File: config.mk
export PLATFORM = sky130hd
export DESIGN_NAME = matrix_capture
export DESIGN_NICKNAME = d
export VERILOG_FILES = /design/src/rtl/matrix_capture.sv
export SDC_FILE = /design/constraint.sdc
export NUM_CORES = 1
export LEC_CHECK = 0
export CAP_MARGIN = 10
export CORE_ASPECT_RATIO = 2
export CORE_MARGIN = 1.5
export CORE_UTILIZATION = 58
export CTS_BUF_LIST = sky130_fd_sc_hd__clkbuf_8
export DETAILED_ROUTE_END_ITERATION = 10
export PLACE_DENSITY = 0.78
export SYNTH_ARGS = -nofsm -noshare
export SYNTH_HDL_FRONTEND = slang
export SYNTH_SLANG_ARGS = --single-unit
export TNS_END_PERCENT = 20
File: constraint.sdc
create_clock -name clk -period 12.8 [get_ports clk]
set_clock_uncertainty 0.05 [all_clocks]
set_input_delay 2.56 -clock clk [delete_from_list [all_inputs] [get_ports clk]]
set_output_delay 2.56 -clock clk [all_outputs]
set_load 0.02 [all_outputs]
File: src/rtl/matrix_capture.sv
// Receive-side stand-in for the LED-matrix shift-register interface: deserializes
// the row and column chains and rebuilds the displayed frame into a readable buffer.
module matrix_capture #(
  parameter int SYNC_STAGES = 2,
  parameter int ROWS        = 16,
  parameter int COLS        = 16
) (
  input  logic                    clk,
  input  logic                    reset,
  input  logic                    rclk,
  input  logic                    rsdi,
  input  logic                    oeb,
  input  logic                    csdi,
  input  logic                    cclk,
  input  logic                    le,
  input  logic [$clog2(ROWS)-1:0] rd_addr,
  output logic [COLS-1:0]         rd_data,
  output logic                    frame_done,
  output logic [7:0]              frame_count,
  output logic                    err_row
);

  localparam int AW    = $clog2(ROWS);
  localparam int NSYNC = (SYNC_STAGES < 2) ? 2 : SYNC_STAGES;

  // Bit positions of the interface inputs inside the synchronizer vector.
  localparam int I_RSDI = 0;
  localparam int I_RCLK = 1;
  localparam int I_CSDI = 2;
  localparam int I_CCLK = 3;
  localparam int I_LE   = 4;
  localparam int I_OEB  = 5;
  localparam logic [5:0] IDLE_LEVELS = 6'b100000;

  localparam logic [0:0] ST_IDLE  = 1'b0;
  localparam logic [0:0] ST_ARMED = 1'b1;

  logic [5:0]      raw_in;
  logic [5:0]      sync_q [NSYNC];
  logic [5:0]      sync_s;
  logic            rclk_q, cclk_q, le_q, oeb_q;
  logic            rclk_rise, cclk_rise, le_rise, oeb_fall;

  logic [ROWS-1:0] row_sr;
  logic [COLS-1:0] col_sr;
  logic [COLS-1:0] col_latch;
  logic [COLS-1:0] latch_next;
  logic [COLS-1:0] frame [ROWS];
  logic [0:0]      state;

  logic            row_onehot;
  logic [AW-1:0]   row_idx;
  logic            armed_now;
  logic            commit_ok;
  logic            commit_bad;
  logic            last_row;

  assign raw_in = {oeb, le, cclk, csdi, rclk, rsdi};
  assign sync_s = sync_q[NSYNC-1];

  // NOTE: sequential state uses non-blocking assignments so every flop samples
  // the pre-edge values of its neighbours, independent of block ordering.
  always_ff @(posedge clk or posedge reset) begin
    if (reset) begin
      for (int i = 0; i < NSYNC; i++) sync_q[i] <= IDLE_LEVELS;
      rclk_q <= 1'b0;
      cclk_q <= 1'b0;
      le_q   <= 1'b0;
      oeb_q  <= 1'b1;
    end else begin
      sync_q[0] <= raw_in;
      for (int i = 1; i < NSYNC; i++) sync_q[i] <= sync_q[i-1];
      rclk_q <= sync_s[I_RCLK];
      cclk_q <= sync_s[I_CCLK];
      le_q   <= sync_s[I_LE];
      oeb_q  <= sync_s[I_OEB];
    end
  end

  assign rclk_rise = sync_s[I_RCLK] & ~rclk_q;
  assign cclk_rise = sync_s[I_CCLK] & ~cclk_q;
  assign le_rise   = sync_s[I_LE]   & ~le_q;
  assign oeb_fall  = ~sync_s[I_OEB] &  oeb_q;

  // NOTE: every always_comb output gets a default first, so no path leaves a
  // signal unassigned and no latch is inferred.
  always_comb begin
    latch_next = le_rise ? col_sr : col_latch;
    row_onehot = $onehot(row_sr);
    row_idx    = '0;
    for (int i = 0; i < ROWS; i++) begin
      if (row_sr[i]) row_idx = AW'(i);
    end
    // An le edge arriving with the oeb fall arms and commits in the same cycle.
    armed_now  = (state == ST_ARMED) || le_rise;
    commit_ok  = oeb_fall && armed_now && row_onehot;
    commit_bad = oeb_fall && armed_now && !row_onehot;
    last_row   = (row_idx == AW'(ROWS-1));
  end

  // Shift chains and column latch; a simultaneous cclk/le edge latches the
  // pre-shift chain because both read the old col_sr.
  always_ff @(posedge clk or posedge reset) begin
    if (reset) begin
      row_sr    <= '0;
      col_sr    <= '0;
      col_latch <= '0;
      state     <= ST_IDLE;
    end else begin
      if (rclk_rise) row_sr <= {row_sr[ROWS-2:0], sync_s[I_RSDI]};
      if (cclk_rise) col_sr <= {col_sr[COLS-2:0], sync_s[I_CSDI]};
      col_latch <= latch_next;
      if (le_rise) state <= ST_ARMED;
    end
  end

  // NOTE: the frame buffer is built from flops and cleared by reset so a bench
  // can compare every pixel right after reset; this rules out block RAM.
  always_ff @(posedge clk or posedge reset) begin
    if (reset) begin
      for (int r = 0; r < ROWS; r++) frame[r] <= '0;
      rd_data <= '0;
    end else begin
      rd_data <= frame[rd_addr];
      if (commit_ok) frame[row_idx] <= latch_next;
    end
  end

  always_ff @(posedge clk or posedge reset) begin
    if (reset) begin
      frame_done  <= 1'b0;
      frame_count <= '0;
      err_row     <= 1'b0;
    end else begin
      frame_done <= commit_ok && last_row;
      if (commit_ok && last_row) frame_count <= frame_count + 8'd1;
      if (commit_bad) err_row <= 1'b1;
    end
  end

endmodule

==> out/results.ini, run 1 <==
[timing]
setup_repair_after_global_routing_missed_its_margin = no
finalSetupViolCount = 0
final_hold_viol_count = 0
fmax_ghz = 0.164
slew_violations = 0
tightest_slew_ns = 1.22
layout_worst_path_cycle_share_pct = 47.8
setup_total_negative_slack_ns = 0
slew_headroom_pct = 18.6
period_needed_ns = 6.12

[critical_path]
crit_slowest_cell = a21oi_2
timing.critical_path.cells = inv_1, fa_1, inv_1, fa_1, fa_1, inv_1, fa_1, inv_1, ha_1, fa_1, or4b_4, nor3_4, nand4b_4, a21oi_2, mux2_2
cell_type_group_with_the_largest_total_delay_on_the_critical_path = adder cells
timing.critical_path.buf_inv = 4
r2r_start = row_sr[5]
timing.setup.critical_path_class = reg2reg
worstPathRequired_ns = 13.19
worst_ep_arrival_time_ns = 6.51
critPathMostFrequentCell = fa_1
timing.critical_path.from_type = flop
cp_max_fo = 16
launch_point_of_the_critical_path = row_sr[5]
slowest_delay_ns = 0.96
worstSetupEndpointType = flop

[detailed_routing]
number_of_detailed_routing_iterations_run_before_antenna_repair = 4
detail_route.iter0.violations = 499
vias = 8455
drt.antenna.violating_nets = 0
drc_errors = 0
via_per_inst = 5.95
detail_route.wl_per_cell_um = 22.5
postRouteWirelength_um = 32000

[global_routing]
globalRouteOverflowTotal = 0
grtUsageTotal_pct = 25.6
vias_in_the_first_global_route = 9272
grt_start_max_net_pins = 191
number_of_antenna_violations_at_the_first_check_in_global_routing = 0
global_route_wire_length_before_repair_um = 51300

[synth]
synth_flop_cell = dfrtp_1
synth_seq_cells = 347
postSynthNetCount = 1055
asyncSetResetFlopFracSynth_pct = 100
syn_inst = 1027
synth_top_cell_area_share_pct = 57.4
synth.area.top_cells = dfrtp_1, mux2_2, mux4_2, a21oi_1, o21ai_0
distinct_cell_type_count_of_the_synthesized_netlist = 45
post_synth_edffs = 0
synth_area_per_cell_um2 = 14.6
syn-cell-area_um2 = 15000
share_of_the_yosys_chip_area_belonging_to_registers_pct = 57.9
yosys_warnings = 0
synth_top_area_cell = dfrtp_1

[clocking]
cts-htree-levels = 2
clk_transition_reported_paths_ns = 0.07
ctsRootBufferMaster = clkbuf_8
max-clock-path-buffers = 3
cts_tree = yes
number_of_hold_repair_buffers_added_at_the_cts_stage = 0
cts.repair.resized = 0
post_cts_setup_driven_buffer_insertion_count = 0
clock-sinks = 347
worstSkewPairLatency_ns = 0.57
cts-buffers-inserted = 46

[cells_and_area]
final_cell_area_um2 = 16600
num_antenna_cells = 0
nNetsFinal = 1082
filler_cell_count = 1862
layout-area-overhead-vs-synth_pct = 10.5
post_route_cells_drive_above_1_share_pct = 35.0

[die]
height_of_the_die_um = 230
floorplan.initialDensity_pct = 58.7
std_cell_rows = 83
die-width_um = 117
ioPinCount = 38
fp.dieArea_um2 = 26900
design.core.area_um2 = 25500

[place]
io_buffers = 37
placement.cell_area_um2 = 15600
gpl.final_weighted_congestion = 0.844
dp_hpwl_um = 19500

[pwr]
vdd_drop_max_uv = 124
design_power_total_mw = 3.37
power-per-cell-area_nw_per_um2 = 203
leakage_nw = 7.93

[status]
run_status = completed

[min_path]
hold_path_startpoint = sync_q[10]
hold_path.class = reg2reg

[job]
max_cap_viol_count = 0

==> logic make-up (layout without fill, tap and decap cells) <==
logic type | Yosys count | in the layout | share of synthesized area [%]
and+or+nand+nor | 142 | 142 | 4.86
AOI/OAI and AO/OA | 107 | 107 | 3.81
DFF | 347 | 347 | 57.9
adders and majority gates | 16 | 16 | 1.84
buffers and inverters | 114 | 169 | 3.19
muxes | 294 | 294 | 28.0
xor gates and xnor gates | 7 | 7 | 0.409
==> where the power goes <==
group          switching (mW)  leakage (nW)  internal [mW]  total [mW]
Combinational           0.530          2.68          0.451       0.980
Sequential              0.152          4.71           1.36        1.51
Clock                   0.397         0.538          0.479       0.876
Total                    1.08          7.93           2.29        3.37
==> layout make-up <==
type                    count  area [um^2]  share of cell area, %
clock inverters            19          183                   1.10
flip-flops and latches    347         8690                   52.4
multi-input cells         566         5850                   35.3
inverters                  42          165                  0.997
clock buffers              57          785                   4.73
repair buffers             51          480                   2.90
well taps                 340          425                   2.57
==> cells in the final DEF, fill, tap and decap left out, types with 7 or more instances in the layout <==
cell,synthesis,routed
a21oi_1,52,52
buf_4,6,14
clkbuf_8,0,57
clkdlybuf4s50_1,0,35
dfrtp_1,344,344
fa_1,10,10
inv_1,42,53
mux2_2,196,196
mux2i_1,16,16
mux4_2,80,80
nand2_1,49,49
nor2_1,55,55
o21ai_0,43,43
xnor2_1,7,7
==> routing by layer <==
layer,share of wire (%),up-vias,global-route usage [%]
met3,3.4,101,2.91
met1,38,4434,31.7
met4,5.4,0,13.2
li1,-,3699,-
met2,53,221,43.9
met5,0,-,0
==> Yosys cell counts, types with 10 or more instances <==
cell type  number
inv_1          42
nand2_1        49
mux2i_1        16
o21ai_0        43
nor2_1         55
fa_1           10
clkbuf_1       52
mux2_2        196
mux4_2         80
dfrtp_1       344
a21oi_1        52
==> final timing paths <==
path	endpoint	slack [ns]	depth (start not counted)
max in group asynchronous	frame[28]	8.46	3
max	frame[159]	6.68	15
min reg2reg	sync_s[4]	0.30	0
min in group asynchronous	col_sr[8]	2.63	2
min	sync_s[4]	0.30	0
max reg2reg	frame[159]	6.68	15
==> through the flow <==
stage	cells	hold WS, ns	util [%]	worst slack, ns
2_1_floorplan	1027	0.281	-	0.573
6_report	1422	0.297	64.9	6.68
3_3_place_gp	1346	0.283	61.1	6.80
3_5_place_dp	1346	0.286	61.1	6.66
5_1_grt	1422	0.304	64.9	6.47
4_1_cts	1422	0.296	64.9	6.63
==> sequential cells by signal (all words and copies together) (netlist names), 6 cells and up <==
register     flops
rd_data         16
frame_count      8
col_latch       16
row_sr          16
sync_s           6
frame          256
sync_q           6
col_sr          16
==> worst register-to-register path, cell delays in order, from the launching register on <==
cell and delay, ns:
dfrtp_1 0.42, inv_1 0.12, fa_1 0.54, inv_1 0.05
fa_1 0.46, fa_1 0.51, inv_1 0.05, fa_1 0.48
inv_1 0.04, ha_1 0.19, fa_1 0.44, or4b_4 0.55
nor3_4 0.47, nand4b_4 0.24, a21oi_2 0.96, mux2_2 0.43
Power figures use the tool's default switching activity.
==> run 2, diff against run 1 <==
==> constraint.sdc (replaced) <==
create_clock -name clk -period 5.6 [get_ports clk]
set_clock_uncertainty 0.05 [all_clocks]
set_input_delay 1.12 -clock clk [delete_from_list [all_inputs] [get_ports clk]]
set_output_delay 1.12 -clock clk [all_outputs]
set_load 0.02 [all_outputs]
==> run 2 against run 1 <==
Against the previous run:
- via count up 0.78%
- cell count up 1.8%
- sequential share of layout area down 0.95 points
- sequential power up 130%
- count of clock-buffer cells in the layout up 6
- critical path type unchanged
- worst hold slack better by 0.00077 ns
- non-clock buffer count up 21
- global-route usage up 0.71 points
- total power up 130%
- die area unchanged
- combinational power up 140%
- register-to-register slack worse by 6.4 ns
==> out/results.ini, run 2 (synthesis gave the netlist of run 1 again) <==
[critical_path]
worst_ep_arrival_time_ns = 5.71
timing.critical_path.from_type = flop
cp_max_fo = 13
worstPathRequired_ns = 5.99
worstSetupEndpointType = flop
timing.setup.critical_path_class = reg2reg

[cells_and_area]
num_antenna_cells = 0
nNetsFinal = 1104
mostFrequentLayoutCell = dfrtp_1
registers.top_by_ff_count = frame
largest_reg_flops = 256
final_core_utilization_pct = 66.1
layout-area-overhead-vs-synth_pct = 12.6
final_cell_mix = dfrtp_1, mux2_2, mux4_2, clkbuf_8, nor2_1
post_route_cells_drive_above_1_share_pct = 36.7
filler_cell_count = 1862

[die]
die-width_um = 117
design.core.area_um2 = 25500
floorplan.initialDensity_pct = 58.7
fp.dieArea_um2 = 26900
ioPinCount = 38
height_of_the_die_um = 230
std_cell_rows = 83

[global_routing]
grt_start_max_net_pins = 160
number_of_antenna_violations_at_the_first_check_in_global_routing = 0
globalRouteOverflowTotal = 0
global_route_wire_length_before_repair_um = 52300
vias_in_the_first_global_route = 9451
grtUsageTotal_pct = 26.3

[timing]
setup_repair_after_global_routing_missed_its_margin = no
fmax_ghz = 0.188
finalSetupViolCount = 0
layout_worst_path_cycle_share_pct = 95.1
slew_violations = 0
tightest_slew_ns = 1.08
period_needed_ns = 5.32
slew_headroom_pct = 27.8
final_hold_viol_count = 0

[detailed_routing]
drt.antenna.violating_nets = 0
number_of_detailed_routing_iterations_run_before_antenna_repair = 4
detail_route.iter0.violations = 449
via_per_inst = 5.88
drc_errors = 0
postRouteWirelength_um = 32500
vias = 8521
detail_route.wl_per_cell_um = 22.5

[clocking]
clk_transition_reported_paths_ns = 0.07
cts-buffers-inserted = 47
max-clock-path-buffers = 3
worstSkewPairLatency_ns = 0.58
ctsRootBufferMaster = clkbuf_8
cts-htree-levels = 2
clock-sinks = 347
cts.repair.resized = 0
cts_tree = yes

[pwr]
design_power_total_mw = 7.72
leakage_nw = 8.07
power-per-cell-area_nw_per_um2 = 457
vdd_drop_max_uv = 241

[place]
dp_hpwl_um = 20600
io_buffers = 37
gpl.final_weighted_congestion = 0.849

[status]
run_status = completed

[min_path]
hold_path.class = reg2reg

[job]
max_cap_viol_count = 0

[run 2: changes by cell type in the layout (fill, tap and decap cells not counted), moves of 2 or more]
cell	change
buf_4	+7
clkbuf_8	+6
clkinv_2	+7
and3_2	-2
and3_1	+2
inv_1	-5
bufinv_16	-4
buf_12	+14
[run 2: worst paths after layout]
| check | slack (ns) | depth (start not counted) | end | from |
|---|---|---|---|---|
| max reg2reg | 0.28 | 17 | frame[235] | row_sr[5] |
| max | 0.28 | 17 | frame[235] | row_sr[5] |
| min reg2reg | 0.30 | 0 | sync_s[4] | sync_q[10] |
| min | 0.30 | 0 | sync_s[4] | sync_q[10] |
| max in group asynchronous | 3.26 | 3 | frame[2] | reset |
| min in group asynchronous | 0.98 | 2 | sync_s[4] | reset |
[run 2: layout make-up]
cell class	instances	area [um^2]	area share, %
Tap cell	340	425	2.52
Timing Repair Buffer	72	813	4.82
Inverter	42	161	0.956
Multi-Input combinational cell	566	5840	34.6
Clock inverter	18	87.6	0.519
Sequential cell	347	8690	51.5
Clock buffer	63	867	5.14
[run 2: power by group]
group          internal [mW]  total [mW]  switching (mW)
registers               3.12        3.46           0.342
logic                   1.10        2.33            1.23
clock network           1.00        1.93           0.924
[run 2: critical path: stages, from the launching register on]
cell	delay, ns
dfrtp_1	0.41
inv_1	0.11
fa_1	0.54
inv_1	0.05
fa_1	0.48
fa_1	0.52
inv_1	0.05
fa_1	0.47
inv_1	0.04
ha_1	0.19
fa_1	0.43
or4b_4	0.54
nor3_4	0.16
buf_12	0.14
nand4_4	0.13
nor3_4	0.30
buf_12	0.21
mux2_2	0.35
[run 2: repair_timing]
item | CTS | global route
endpoints found under the hold margin | 0 | 0
setup buffers | 0 | 2
hold buffers | 0 | 0
endpoints found under the setup margin | 0 | 144
[run 2: metrics by stage]
stage / setup TNS (ns) / cells / hold slack (ns) / cell area, um^2 / setup WS, ns
floorplan: -72.93 / 1027 / 0.281 / 15000 / -0.212
global route: 0 / 1448 / 0.313 / 16900 / 0.0424
detailed placement: 0 / 1365 / 0.285 / 15900 / 0.0666
CTS: 0 / 1446 / 0.300 / 16800 / 0.0612
global placement: 0 / 1365 / 0.283 / 15900 / 0.186
finish: 0 / 1448 / 0.298 / 16900 / 0.276
[run 2: metal layers]
layer	track usage, %	vias to the layer above	routed length [um]
met5	0	-	0
met2	45.3	211	17400
met1	31.9	4462	11900
met3	3.41	97	1320
met4	14.0	0	1870
li1	-	3751	-
